==> src/rtl/fetch_queue.sv <==
// Instruction buffer between fetch and decode: circular FIFO of {pc, instr} pairs
// with valid/ready on both sides, first-word-fall-through head and flush.
module fetch_queue #(
    parameter int          XLEN      = 32,
    parameter int          DEPTH     = 4,
    parameter logic [31:0] NOP_INSTR = 32'h00000013
) (
    input  logic                     clk,
    input  logic                     rst,
    input  logic                     flush_flag,
    input  logic                     in_valid,
    output logic                     in_ready,
    input  logic [XLEN-1:0]          in_pc,
    input  logic [XLEN-1:0]          in_instr,
    output logic                     out_valid,
    input  logic                     out_ready,
    output logic [XLEN-1:0]          out_pc,
    output logic [XLEN-1:0]          out_instr,
    output logic [$clog2(DEPTH):0]   count,
    output logic                     full,
    output logic                     empty
);

    localparam int AW = $clog2(DEPTH);
    localparam int CW = AW + 1;

    logic [XLEN-1:0] pc_mem    [DEPTH];
    logic [XLEN-1:0] instr_mem [DEPTH];
    logic [AW-1:0]   wr_ptr;
    logic [AW-1:0]   rd_ptr;
    logic [CW-1:0]   count_q;
    logic            push;
    logic            pop;

    assign full      = (count_q == CW'(DEPTH));
    assign empty     = (count_q == '0);
    assign count     = count_q;
    assign in_ready  = ~full;
    assign out_valid = ~empty;

    // Flush wins over both handshakes in the same cycle.
    assign push = in_valid & in_ready & ~flush_flag;
    assign pop  = out_valid & out_ready & ~flush_flag;

    assign out_pc    = empty ? '0 : pc_mem[rd_ptr];
    assign out_instr = empty ? XLEN'(NOP_INSTR) : instr_mem[rd_ptr];

    // Storage needs no reset; empty masks stale contents on the outputs.
    always_ff @(posedge clk) begin
        if (push) begin
            pc_mem[wr_ptr]    <= in_pc;
            instr_mem[wr_ptr] <= in_instr;
        end
    end

    always_ff @(posedge clk or negedge rst) begin
        if (!rst) begin
            wr_ptr  <= '0;
            rd_ptr  <= '0;
            count_q <= '0;
        end else if (flush_flag) begin
            wr_ptr  <= '0;
            rd_ptr  <= '0;
            count_q <= '0;
        end else begin
            if (push) wr_ptr <= wr_ptr + AW'(1);
            if (pop)  rd_ptr <= rd_ptr + AW'(1);
            if (push && !pop)      count_q <= count_q + CW'(1);
            else if (pop && !push) count_q <= count_q - CW'(1);
        end
    end

endmodule

==> config.mk <==
export PLATFORM = sky130hd
export DESIGN_NAME = fetch_queue
export DESIGN_NICKNAME = d
export VERILOG_FILES = /design/src/rtl/fetch_queue.sv
export SDC_FILE = /design/constraint.sdc
export NUM_CORES = 1
export LEC_CHECK = 0
export CAP_MARGIN = 30
export CORE_MARGIN = 2
export CORE_UTILIZATION = 45
export CTS_BUF_LIST = sky130_fd_sc_hd__clkbuf_8 sky130_fd_sc_hd__clkbuf_16
export DETAILED_ROUTE_END_ITERATION = 16
export PLACE_DENSITY = 0.75
export SLEW_MARGIN = 20
export SYNTH_ARGS = -nofsm -noshare
export SYNTH_HDL_FRONTEND = slang
export SYNTH_SLANG_ARGS = --single-unit
==> constraint.sdc <==
create_clock -name clk -period 3.1 [get_ports clk]
set_input_delay 0.62 -clock clk [delete_from_list [all_inputs] [get_ports clk]]
set_output_delay 0.62 -clock clk [all_outputs]
set_load 0.01 [all_outputs]
## Word level (Yosys, flattened, before mapping)

Memory sizes are Yosys's and may differ from the RTL's.
Index checks and enable logic that the tools add are counted.
Widths: inputs -> output; s select.

- Add/sub/neg operators: 4
- Eq/ne operators: 1
- Muxes and demuxes: 11
- Bitwise logic cells: 7
- Reductions and logical operators: 8

Operators by type and width:

| cell | number |
|---|---|
| $mux 32 | 2 |
| $mux 3 | 3 |
| $mux 2 | 4 |
| $add 2x1->2 const B | 2 |
| $and 1x1->1 | 4 |
| $reduce_bool 2->1 | 2 |
| $add 3x1->3 const B | 1 |
| $eq 3x3->1 const B | 1 |
| $logic_not 3->1 | 1 |
| $not 1->1 | 3 |
| $reduce_bool 3->1 | 1 |
| $sub 3x1->3 const B | 1 |
| $logic_and 1x1->1 | 2 |
| $logic_not 1->1 | 2 |
| $mux 1 | 2 |

- Flip-flop bits (word level): 7
- Bits in writable memories: 256
- Input port bits: 69
- Memories: 2

Memory list:

| memory | words | width | read ports | clocked after Yosys merged registers in | wr ports | RTL line | RTL |
|---|---|---|---|---|---|---|---|
| instr_mem | 4 | 32 | 1 | 0 | 1 | 28 | `logic [XLEN-1:0] instr_mem [DEPTH];` |
| pc_mem | 4 | 32 | 1 | 0 | 1 | 27 | `logic [XLEN-1:0] pc_mem [DEPTH];` |

## Logic depth before layout (Yosys ltp)

Gate-level depths: netlist of the first run.

- Depth after elaboration: 9
- Mapped depth: 8
- Depth with buffers taken out: 7

## Worst setup path before layout of the first run

No wires, ideal clock.

- Path kind: register -> register
- Start: reg count_q[2] (netlist: count[2])
- End: mem instr_mem[2][0], enable pin
- Setup time: 0.429 ns
- Arrival: 2.722 ns
- Setup slack: -0.051 ns
- Stages on the path, launching flop included: 6
- Buffers on the path: 1
- Period minus slack after synthesis: 3.151 ns
- Cells stage by stage: dfrtp_1 > buf_4 > or3b_1 > inv_1 > nor3_1 > and2_1

- Longest elaborated chain between the ends: 6

Ends and longest elaborated chain:

| item | RTL line | RTL |
|---|---|---|
| from (decl) | 31 | `logic [CW-1:0] count_q;` |
| from (signal assigned) | 68 | `if (push && !pop) count_q <= count_q + CW'(1);` |
| from (signal assigned) | 69 | `else if (pop && !push) count_q <= count_q - CW'(1);` |
| $eq 3x3->1 | 35 | `assign full = (count_q == CW'(DEPTH));` |
| $not 1->1 | 38 | `assign in_ready = ~full;` |
| named net in_ready | 12 | `output logic in_ready,` |
| $and 1x1->1 (2 in series) | 42 | `assign push = in_valid & in_ready & ~flush_flag;` |
| $mux 1 | 50 | `if (push) begin` |
| $mux 1 (not written as such) | 52 | `instr_mem[wr_ptr] <= in_instr;` |
| to (decl) | 28 |  |

The timed path passes the listed nets, and every way through them passes these cells.

## Worst setup path in the final report of the first run

- Start: reg rd_ptr[0]
- End: out out_instr[1]

- Longest elaborated chain between the ends: 2

Ends and longest elaborated chain:

| item | RTL line | RTL |
|---|---|---|
| from (decl) | 30 | `logic [AW-1:0] rd_ptr;` |
| from (signal assigned) | 67 | `if (pop) rd_ptr <= rd_ptr + AW'(1);` |
| $mem_v2 4x32 | n/a |  |
| $mux 32 | 46 | `assign out_instr = empty ? XLEN'(NOP_INSTR) : instr_mem[rd_ptr];` |
| to (decl) | 18 | `output logic [XLEN-1:0] out_instr,` |

Every way passes these cells.

==> out/results.txt, run 1 <==
The flow ran to the end, and the final reports show no timing, DRC or antenna violations. Clock-pin slew was measured on the worst setup and hold paths at 0.06 ns. For the via count of the first global-routing pass, the log shows 5479. Library cell with the largest summed area after synthesis: edfxtp_1. The aggregate routed wire length came out at 20.74 mm. For this run, the total global-route usage over all layers was measured as 16.79%. The vertical die dimension works out to 154.7 microns. The worst path meets setup with 0.06325 ns of slack. Summed over all failing endpoints, the final setup total negative slack is 0 ns. The run gives 885 as the number of placed cells counting well taps.

TritonCTS built the clock tree. The number of endpoints failing setup at the final stage is 0, and the per-cell via count in the routed design is 5.361. Worst slack at placement: 0.2876 ns.

Before antenna repair, the detailed router went through 5 iterations. Setup slack on the worst reg-to-reg path comes out at 0.59 ns. The tree is rooted in a clkbuf_16. The final weighted congestion of routability-driven global placement was 0.8254. Based on the critical path, the design can be clocked at up to 329.3 MHz.

The number of nets handed over by synthesis was 541. For the initial antenna violation count, the log shows 0. After technology mapping, the gate count stands at 467. After synthesis, the share of flip-flops with an asynchronous set or reset is 2.662%. The worst hold path belongs to the class in2async. Most used flip-flop cell after synthesis: edfxtp_1. For this run, design rule violations remaining after detail routing come to 0. The detailed router used layers up to and including met4. The fraction of post-synthesis cell area in the top cell type by area was 75.25%.

The first-pass GRT wire length came out at 30.99 mm. For the maximum level of the CTS H-tree, the log shows 1. Headroom to the max-slew limit came out at 65.09%.

The tools report the clock insertion delay at the later pin of the skew report as 0.52 ns. Counting along the longest clock path gives a buffer depth of 3. The initial cell density of the core came out at 45.54%.

The critical path goes through buf_16 -> mux4_2 -> or2_1 -> clkdlybuf4s50_1. The tool flagged a number of max-cap violations equal to 0. For the amount of wire on met2 after detailed routing, the log shows 10.38 mm. For the total count of max-transition violations in the final report, the log shows 0. For this design the top-level I/O count stands at 140.

After detailed routing, the wire length on met1 is 8.865 mm. The total area inside the core boundary comes to 22430 sq um. The final critical path takes up 97.96% of the cycle. The logs give 12.59 mm for the HPWL after detailed placement and 32 for the number of distinct library cells after synthesis.

The time the worst path needs with I/O delays and setup came out at 3.037 ns. The kind of critical path was reg2out. For the yosys synthesis warning count, the log shows 0.

The sum of met3 wire segment lengths after detailed routing was 1.142 mm; the maximum fanout count along the critical path was 7. The arrival time of data at the critical path endpoint is 2.42 ns. The logs give 0 for the overflow left after global routing and 13360 sq um for the post-route cell area. The filler cells instantiated in the layout total 1582.

The cell row count was 55; the die outline width was 154.7 microns. STA classifies the critical path endpoint as an output pin. Compared with the post-synthesis result, the final layout area differs by 30.81%. VDD sags by at most 618.7 uV. Net count reported at finish: 716. After detailed placement, the total cell area comes to 12110 sq um. The final non-filler cell total is 948. In this run, post-CTS hold repair placed 0 buffers.

Counting flops and latches in the post-synthesis netlist gives 263. The tree built by TritonCTS fans out to 263 sinks. Count of flip-flops with a built-in enable after synthesis: 256. The tools report the worst clock skew as 0.01089 ns. The slowest stage of the critical path is the mux4_2 cell. The count of input and output buffers was 139.

After synthesis the cells add up to 10220 sq um. For the final standard cell utilization of the core, the log shows 59.57%. The required arrival time at the worst endpoint is 2.48 ns.

The number of failing hold endpoints at the final stage was 0. For this run, the slowest stage of the critical path takes 0.51 ns. For this design the ratio of total power to cell area is 797.0 nW/um^2. The floorplan step defined a die boundary enclosing 23920 sq um.

Entering global routing, the biggest net connects 44 pins. The proportion of layout cells with a drive suffix above 1 was 22.93%. In this run the mean area of a mapped cell was 21.88 sq um. The run gives 0 as the remaining number of nets flagged by the antenna check after routing.

By area the synthesized netlist is led by edfxtp_1, mux4_2, and2_1. For this run, the register share of the synthesized area comes to 76.96%. STA classifies the critical path startpoint as a flip-flop.

Dividing the detail-routed wire length by the instance count gives 21.87 microns. The number of antenna repair diodes is 0, and the total clock buffers created by CTS is 27. For the reported leakage power, the log shows 5.103 nW. For the pin with the worst max-slew slack, the measured transition is 0.5197 ns. Summing over every cut layer, the via total after detailed routing is 5082. After the first detailed-routing iteration, the DRC count stood at 361. Measured in cells, the most critical reg-to-reg path has a length of 7.
-- cell type report --
class	count	area, sq um	area share [%]
clock buffers	27	675.6	5.056
clock inverters	23	187.7	1.404
inverters	7	26.28	0.1966
multi-input cells	172	2185	16.35
flip-flops and latches	263	7874	58.92
well taps	285	356.6	2.668
repair buffers	171	2059	15.41
-- what timing repair did --
| action | CTS | global route |
|---|---|---|
| resized for setup | 1 | 70 |
| endpoints found under the setup margin | 49 | 61 |
| gates cloned | 0 | 5 |
| setup buffers | 2 | 6 |
-- registers in the layout (all words and copies together), names as in the netlist --
name       cells
instr_mem    128
rd_ptr         2
pc_mem       128
wr_ptr         2
count          3
-- path summary, 6_finish.rpt --
kind / startpoint / endpoint
worst max-delay path: rd_ptr[0] / out_instr[1]
worst min-delay path: rst / rd_ptr[0]
worst max register to register: count[1] / count[2]
worst min register to register: wr_ptr[1] / wr_ptr[1]
max in group asynchronous: rst / rd_ptr[1]
min in group clk: wr_ptr[1] / wr_ptr[1]
-- Yosys cell counts, drive strengths merged, types with 2 or more instances --
cell,n
nor2,9
buf,16
dfrtp,7
clkbuf,9
nand3b,2
edfxtp,256
mux2,2
a21oi,2
o21ai,2
or2,3
mux4,64
ha,4
nand3,2
xor2,2
and2,65
inv,7
mux2i,2
-- per-stage QoR --
stage               hold slack, ns  power (mW)
finish                      0.3643       10.65
global route                0.3649       11.12
CTS                         0.3546       10.61
detailed placement          0.6022       7.459
global placement            0.5887       7.395
floorplan                   0.3244       5.939
-- power breakdown --
part / total, mW / switching (mW) / leakage, nW / internal (mW)
Sequential: 4.21 / 0.0994 / 2.41 / 4.11
Combinational: 3.33 / 1.43 / 2.24 / 1.90
Clock: 3.11 / 1.28 / 0.450 / 1.83
Total: 10.7 / 2.81 / 5.10 / 7.84
-- layout by cell type, fill, tap and decap left out, types with 9 or more instances in the layout --
| cell | n |
|---|---|
| clkbuf_16 | 31 |
| clkinv_2 | 10 |
| nor2_1 | 9 |
| buf_12 | 12 |
| mux4_2 | 64 |
| dlymetal6s2s_1 | 58 |
| clkdlybuf4s50_1 | 81 |
| edfxtp_1 | 256 |
| buf_4 | 11 |
| inv_1 | 10 |
| and2_1 | 61 |
-- routing by layer --
layer,GRT usage (%),vias up
met5,0,-
met4,3.924,0
met3,3.250,35
met2,27.98,154
met1,23.26,2641
li1,-,2252
-- cells by family (layout without fill, tap and decap cells) --
logic type	Yosys count	count (layout)	synth area share, %
flops	263	263	76.96
mux	68	68	14.53
compound gates	11	11	0.7962
fa+ha+maj	5	5	0.6859
xor+xnor	2	2	0.1715
simple gates	86	86	5.095
buf+inv	32	228	1.764
-- critical path: cells and delay by family (launching register included) --
family	cells	cell delay (ns)
DFF	1	0.50
muxes	1	0.51
and+or+nand+nor	1	0.24
buffers and inverters	2	0.64
No activity file was read; power rests on OpenSTA's default activity.
==> run 2: changes to the inputs <==
--- a/config.mk
+++ b/config.mk
@@ -5,12 +5,13 @@
 export SDC_FILE = /design/constraint.sdc
 export NUM_CORES = 1
 export LEC_CHECK = 0
+export ABC_CLOCK_PERIOD_IN_PS = 3100
 export CAP_MARGIN = 30
-export CORE_MARGIN = 2
-export CORE_UTILIZATION = 45
+export CORE_MARGIN = 4
+export CORE_UTILIZATION = 46
 export CTS_BUF_LIST = sky130_fd_sc_hd__clkbuf_8 sky130_fd_sc_hd__clkbuf_16
 export DETAILED_ROUTE_END_ITERATION = 16
-export PLACE_DENSITY = 0.75
+export PLACE_DENSITY = 0.76
 export SLEW_MARGIN = 20
 export SYNTH_ARGS = -nofsm -noshare
 export SYNTH_HDL_FRONTEND = slang
==> run 2 against run 1 <==
  * Final cell count shrank 0.42%
  * Global-route usage shrank 0.84 points
  * Final area shrank 1.8%
  * Flip-flop and latch count is the same
  * Clock power shrank 9.3%
  * Routed wire length shrank 0.83%
  * Register-to-register slack lost 0.22 ns
  * First-iteration DRC count shrank 7.5%
  * Critical path depth grew 1
  * Hold slack gained 0.032 ns
  * Maximum frequency grew 0.86%
  * Worst setup slack gained 0.026 ns
==> out/results.txt, run 2 (synthesis results as in run 1) <==
The tools report the number of sinks driven by the clock tree as 263 (unchanged). Setup repair after global routing left no endpoint under its margin. Via count of the first global-routing pass: 5549 (+1.3%). The uppermost layer routed is met4. The power per standard cell area works out to 793.7 nW/um^2 (-0.40%). The die outline width is 157.0 microns (+1.5%). The run gives 0.006742 ns (-0.004153 ns) as the worst clock skew. The type of element capturing the critical path was an output pin. The tools report the pin count of the biggest net entering global routing as 63 (+43%). The amount of wire on met2 after detailed routing was 10.35 mm (-0.24%); the design internal power was 7.671 mW (-2.2%). The run finished with clean final reports.

The tools report the clock group share of total power as 27.1% (-2.1 points). The number of hold buffers added after CTS is 0 (unchanged). The routed metal-1 wirelength came out at 8.557 mm (-3.5%). Traced cell by cell, the critical path runs through buf_4 -> clkbuf_16 -> mux4_2 -> and2_1 -> clkdlybuf4s50_1.

The maximum fanout count along the critical path was 5 (-2). Number of antenna repair diodes: 0 (unchanged). The fill cell total of the finished layout is 1577 (-0.32%). The tools report the worst vdd rail ir drop as 775.6 uV (+25%). The logs give 0 (unchanged) for the total count of max-transition violations in the final report and 3 (unchanged) for the maximum clock path buffer count. For the aggregate routed wire length, the log shows 20.56 mm (-0.83%). The vertical die dimension was 157.0 microns (+1.5%); the overflow left after global routing was 0 (unchanged). The placed cell area came out at 12070 sq um (-0.36%). The proportion of power drawn by combinational gates was 32.7% (+1.4 points); the maximum cell stage delay along the critical path was 0.48 ns (-0.03 ns).

Sum of met3 wire segment lengths after detailed routing: 1.429 mm (+25%). The tools report the aggregate negative setup slack as 0 ns (unchanged). The worst-margin pin slew was 0.4284 ns (-0.09128 ns). The worst setup path is launched from a flip-flop.

In the layout the commonest cells are edfxtp_1, clkdlybuf4s50_1, mux4_2. Leaving out fill and tap cells, the most frequent cell in the layout is edfxtp_1. For the number of placed cells counting well taps, the log shows 875 (-1.1%). The net count reported at finish is 722 (+0.84%), and the net switching power of the design is 2.751 mW (-2.0%).

The post-route worst hold slack was 0.3962 ns (+0.03191 ns); the clock-pin slew on the worst setup and hold paths was 0.06 ns (about the same). The final standard cell utilization of the core is 60.17% (+0.59 points). The run gives 26 (-3.7%) as the total clock buffers created by CTS. The maximum level of the CTS H-tree is 1 (unchanged).

For the final weighted congestion of routability-driven global placement, the log shows 0.8028 (-2.7%). The run gives 4.420 nW (-13%) as the reported leakage power. Maximum clock rate: 332.1 MHz (+0.86%).

TritonCTS built the clock tree. The total power was 10.42 mW (-2.1%); the total number of vias was 5112 (+0.59%). The kind of cell with the highest combined delay along the critical path is buffers and inverters.

The proportion of layout cells with a drive suffix above 1 is 22.44% (-0.49 points), and the switching power share of the total is 26.39% (+0.048 points). The worst setup path is of the reg2out kind. The run gives 944 (-0.42%) as the final non-filler cell total. The sequential group share of total power came out at 40.2% (+0.7 points). The logs give 21820 sq um (-2.7%) for the area inside the core boundary and 15.95% (-0.84 points) for the global-route total usage across every layer. The logs give 2.48 ns (about the same) for the required arrival time at the worst endpoint and 0.2012 ns (-0.08640 ns) for the worst slack at placement. The path class of the tightest hold or removal check is in2async. The per-cell via count in the routed design came out at 5.415 (+1.0%).

Time the worst path needs with I/O delays and setup: 3.011 ns (-0.02590 ns). The number of endpoints failing setup at the final stage is 0 (unchanged), and the combined buffer and inverter count along the critical path is 3 (+1). The slowest stage of the critical path is the mux4_2 cell. The number of max-capacitance violations reported is 0 (unchanged).

The register area is 7873 sq um (about the same), and the post-route fraction of the period consumed by the critical path is 97.12% (-0.84 points). The HPWL after detailed placement is 11.88 mm (-5.7%). The count of input and output buffers is 139 (unchanged), and the initial cell density of the core is 46.81% (+1.3 points). The die area was 24660 sq um (+3.1%). The clock insertion delay at the later pin of the skew report is 0.51 ns (about the same). The routed wire length per instance is 21.78 microns (-0.41%). The run gives 2188 sq um (+0.17%) as the footprint of the multi-input gates. The tools report the initial antenna violation count as 0 (unchanged).

The first-pass GRT wire length was 30.62 mm (-1.2%). Compared with the post-synthesis result, the final layout area differs by 28.52%. The tools report the post-route cell area as 13130 sq um (-1.8%).

The headroom to the max-slew limit is 71.35% (+6.3 points). The logs give 334 (-7.5%) for the DRC violation total after the first TritonRoute iteration and 54 (-1.8%) for the cell row count. The run gives 0 (unchanged) as the remaining number of nets flagged by the antenna check after routing. The tools report the arrival time of data at the critical path endpoint as 2.39 ns (-0.03 ns). The DRC violation count after routing was 0 (unchanged).

The final worst-path setup slack is 0.08915 ns (+0.02590 ns), and the count of TritonRoute iterations in the first routing pass is 4 (-1). Root buffer cell: clkbuf_16. The number of failing hold endpoints at the final stage came out at 0 (unchanged). Number of ports placed on the die boundary: 140 (unchanged).
[run 2: per-layer routing]
metal	vias to the layer above	GRT usage (%)
met3	25	3.272
met1	2667	22.22
li1	2249	-
met2	171	26.88
met5	-	0
met4	0	2.745
[run 2: final cells by class]
| cell class | instances | share of cell area (%) |
|---|---|---|
| clock inverter | 17 | 0.7433 |
| tap | 280 | 2.668 |
| clock buffer | 27 | 5.146 |
| multi-input combinational | 172 | 16.67 |
| timing repair buffer | 178 | 14.62 |
| sequential | 263 | 59.96 |
| inverter | 7 | 0.2001 |
[run 2: power by group through the flow]
stage	combinational (mW)	sequential [mW]	clock, mW
after floorplan	1.71	4.23	0
after global placement	3.14	4.28	0
after detailed placement	3.17	4.29	0
after CTS	3.12	4.20	2.89
after global routing	3.68	4.20	3.06
final	3.41	4.19	2.82
[run 2: repair_timing]
action,CTS,global route
gates resized for setup,34,12
hold endpoints to repair,0,0
setup endpoints to repair,61,34
gates cloned,0,4
buffers inserted,3,18
[run 2: final timing paths]
check,cells after the start,startpoint,end,slack (ns)
max,5,rd_ptr[0],out_instr[6],0.09
min,1,rst,count[0],0.40
min in group clk,2,wr_ptr[0],wr_ptr[0],0.62
max in group asynchronous,1,rst,rd_ptr[1],2.41
min reg2reg,2,wr_ptr[0],wr_ptr[0],0.62
max reg2reg,7,count[2],count[2],0.37
[run 2: worst reg2reg max path, cell delays in order (launching register included)]
cell and delay (ns):
dfrtp_1 0.55, or3b_1 0.49, inv_1 0.23, nor4_1 0.10
fa_1 0.48, a21bo_2 0.25, a311oi_1 0.33, o311a_1 0.24
==> run 3: changes to the inputs <==
--- a/config.mk
+++ b/config.mk
@@ -12,7 +12,8 @@
 export CTS_BUF_LIST = sky130_fd_sc_hd__clkbuf_8 sky130_fd_sc_hd__clkbuf_16
 export DETAILED_ROUTE_END_ITERATION = 16
 export PLACE_DENSITY = 0.76
-export SLEW_MARGIN = 20
+export RECOVER_POWER = 50
+export SLEW_MARGIN = 5
 export SYNTH_ARGS = -nofsm -noshare
 export SYNTH_HDL_FRONTEND = slang
 export SYNTH_SLANG_ARGS = --single-unit
==> run 3 against run 2 <==
  * Hold slack gained 0.072 ns
  * Flip-flop and latch count is the same
  * Combinational power is essentially flat
  * Critical path type unchanged
==> out/results.txt, run 3 (synthesis results as in run 1) <==
The flow ran to the end, and the final reports show no timing, DRC or antenna violations. The post-route fraction of the period consumed by the critical path works out to 97.12% (about the same). The maximum fanout count along the critical path was 5 (unchanged). The die outline width came out at 157.0 microns (unchanged).

The remaining number of nets flagged by the antenna check after routing is 0 (unchanged), and the vertical die dimension is 157.0 microns (unchanged). Reported leakage power: 4.437 nW (+0.39%). Root buffer cell: clkbuf_16. The worst setup path is captured at an output pin.

The clock insertion delay at the later pin of the skew report was 0.51 ns (about the same). The cell row count was 54 (unchanged); the routed wire length per instance was 21.76 microns (-0.11%). The logs give 0.01271 ns (+0.005963 ns) for the worst clock skew and 0.4685 ns (+0.07232 ns) for the post-route worst hold slack. The run gives 46.81% (unchanged) as the initial cell density of the core. The via count of the first global-routing pass was 5549 (unchanged); the arrival time of data at the critical path endpoint was 2.39 ns (about the same).

The critical path is of the reg2out type. Walking the worst path, the cells encountered are buf_4 -> clkbuf_16 -> mux4_2 -> and2_1 -> clkdlybuf4s50_1. The number of endpoints failing setup at the final stage is 0 (unchanged).

The area inside the core boundary was 21820 sq um (unchanged); the DRC violation count after routing was 0 (unchanged). The aggregate routed wire length is 20.56 mm (about the same). The final non-filler cell total is 945 (+0.11%), and the number of hold buffers added after CTS is 0 (unchanged). The global-route total usage across every layer is 15.95% (unchanged). The number of ports placed on the die boundary is 140 (unchanged).

The logs give 0 (unchanged) for the number of failing hold endpoints at the final stage and 0 (unchanged) for the number of max-capacitance violations reported. The required arrival time at the worst endpoint was 2.48 ns (about the same); the maximum level of the CTS H-tree was 1 (unchanged). The largest individual stage delay along the critical path comes from the cell mux4_2. The net count reported at finish is 722 (unchanged), and the initial antenna violation count is 1 (+1). The proportion of layout cells with a drive suffix above 1 came out at 22.44% (unchanged). The first-pass GRT wire length is 30.62 mm (unchanged), and the total number of vias is 5126 (+0.27%). Kind of start point of the critical path: a flip-flop.

TritonCTS built the clock tree. The final weighted congestion of routability-driven global placement was 0.8028 (unchanged); the count of input and output buffers was 139 (unchanged). The worst slack at placement is 0.2012 ns (unchanged), and the worst-margin pin slew is 0.4285 ns (+0.0001243 ns). The kind of cell adding the most delay to the critical path is buffers and inverters. Setup repair after global routing left no endpoint under its margin.

The headroom to the max-slew limit is 71.34% (about the same). The tools report the final worst-path setup slack as 0.08942 ns (+0.0002694 ns). The clock-pin slew on the worst setup and hold paths is 0.06 ns (about the same).

The maximum cell stage delay along the critical path is 0.48 ns (about the same), and the overflow left after global routing is 0 (unchanged). For the count of TritonRoute iterations in the first routing pass, the log shows 4 (unchanged). The logs give 263 (unchanged) for the number of sinks driven by the clock tree and 11.88 mm (unchanged) for the HPWL after detailed placement.

The logs give 24660 sq um (unchanged) for the die area and 332.2 MHz (about the same) for the maximum clock rate. The DRC violation total after the first TritonRoute iteration is 345 (+3.3%). The time the worst path needs with I/O delays and setup is 3.011 ns (-0.0002694 ns), and the total clock buffers created by CTS is 26 (unchanged). The tools report the fill cell total of the finished layout as 1577 (unchanged). The number of placed cells counting well taps was 875 (unchanged). The power per standard cell area was 792.8 nW/um^2 (-0.12%); the aggregate negative setup slack was 0 ns (unchanged).

The worst vdd rail ir drop was 774.1 uV (-0.19%); the total count of max-transition violations in the final report was 0 (unchanged). The library cells used most frequently in the layout, excluding fill and tap cells, are edfxtp_1, dlygate4sd3_1, mux4_2. The per-cell via count in the routed design came out at 5.424 (+0.17%). Leaving out fill and tap cells, the most frequent cell in the layout is edfxtp_1. Pin count of the biggest net entering global routing: 63 (unchanged). The maximum clock path buffer count was 3 (unchanged).

Worst hold-check path type: in2async. Final standard cell utilization of the core: 60.18% (about the same). The synthesis-to-finish area growth came out at 28.55% (about the same). The combined buffer and inverter count along the critical path came out at 3 (unchanged).
## run 3: layer usage
layer / routed length [microns] / global-route usage (%)
met1: 8716 / 22.22
met5: 0 / 0
met2: 10370 / 26.88
met3: 1290 / 3.272
met4: 184 / 2.745
## run 3: worst paths after layout
check | startpoint | endpoint | slack [ns] | cells after the start
worst max-delay path | rd_ptr[0] | out_instr[6] | 0.09 | 5
worst min-delay path | rst | count[1] | 0.47 | 1
worst max register to register | count[2] | count[2] | 0.35 | 7
worst min register to register | wr_ptr[1] | wr_ptr[1] | 0.61 | 2
max in group asynchronous | rst | rd_ptr[1] | 2.33 | 1
min in group clk | wr_ptr[1] | wr_ptr[1] | 0.61 | 2
## run 3: what timing repair did
| item | 4_1_cts | 5_1_grt |
|---|---|---|
| gates resized for setup | 34 | 12 |
| endpoints found under the hold margin | 0 | 0 |
| cloned | 0 | 4 |
| setup buffers | 3 | 18 |
| endpoints found under the setup margin | 61 | 34 |
## run 3: cell type report
cell class                      instances  area (sq um)  share of cell area (%)
Antenna cell                            1         2.502                 0.01905
Tap cell                              280         350.3                   2.668
Sequential cell                       263          7873                   59.95
Inverter                                7         26.28                  0.2001
Timing Repair Buffer                  178          1919                   14.62
Multi-Input combinational cell        172          2188                   16.66
Clock buffer                           27         675.6                   5.145
Clock inverter                         17         97.59                  0.7431
## run 3: stage by stage
step                      instance area (sq um)  total power [mW]
after global routing                      13130             10.93
after detailed placement                  12070             7.463
final                                     13130             10.41
after CTS                                 12840             10.21
after floorplan                           10220             5.939
after global placement                    12070             7.412
## run 3: worst reg2reg max path, stage by stage, from the launching register on
cell and delay (ns):
dfrtp_1 0.56, or3b_1 0.50, inv_1 0.23, nor4_1 0.10
fa_1 0.48, a21bo_2 0.25, a311oi_1 0.34, o311a_1 0.24
## run 3: power by group
part	internal, mW	switching, mW
combinational	1.91	1.48
clock	1.64	1.19
sequential	4.11	0.0847
total	7.65	2.76
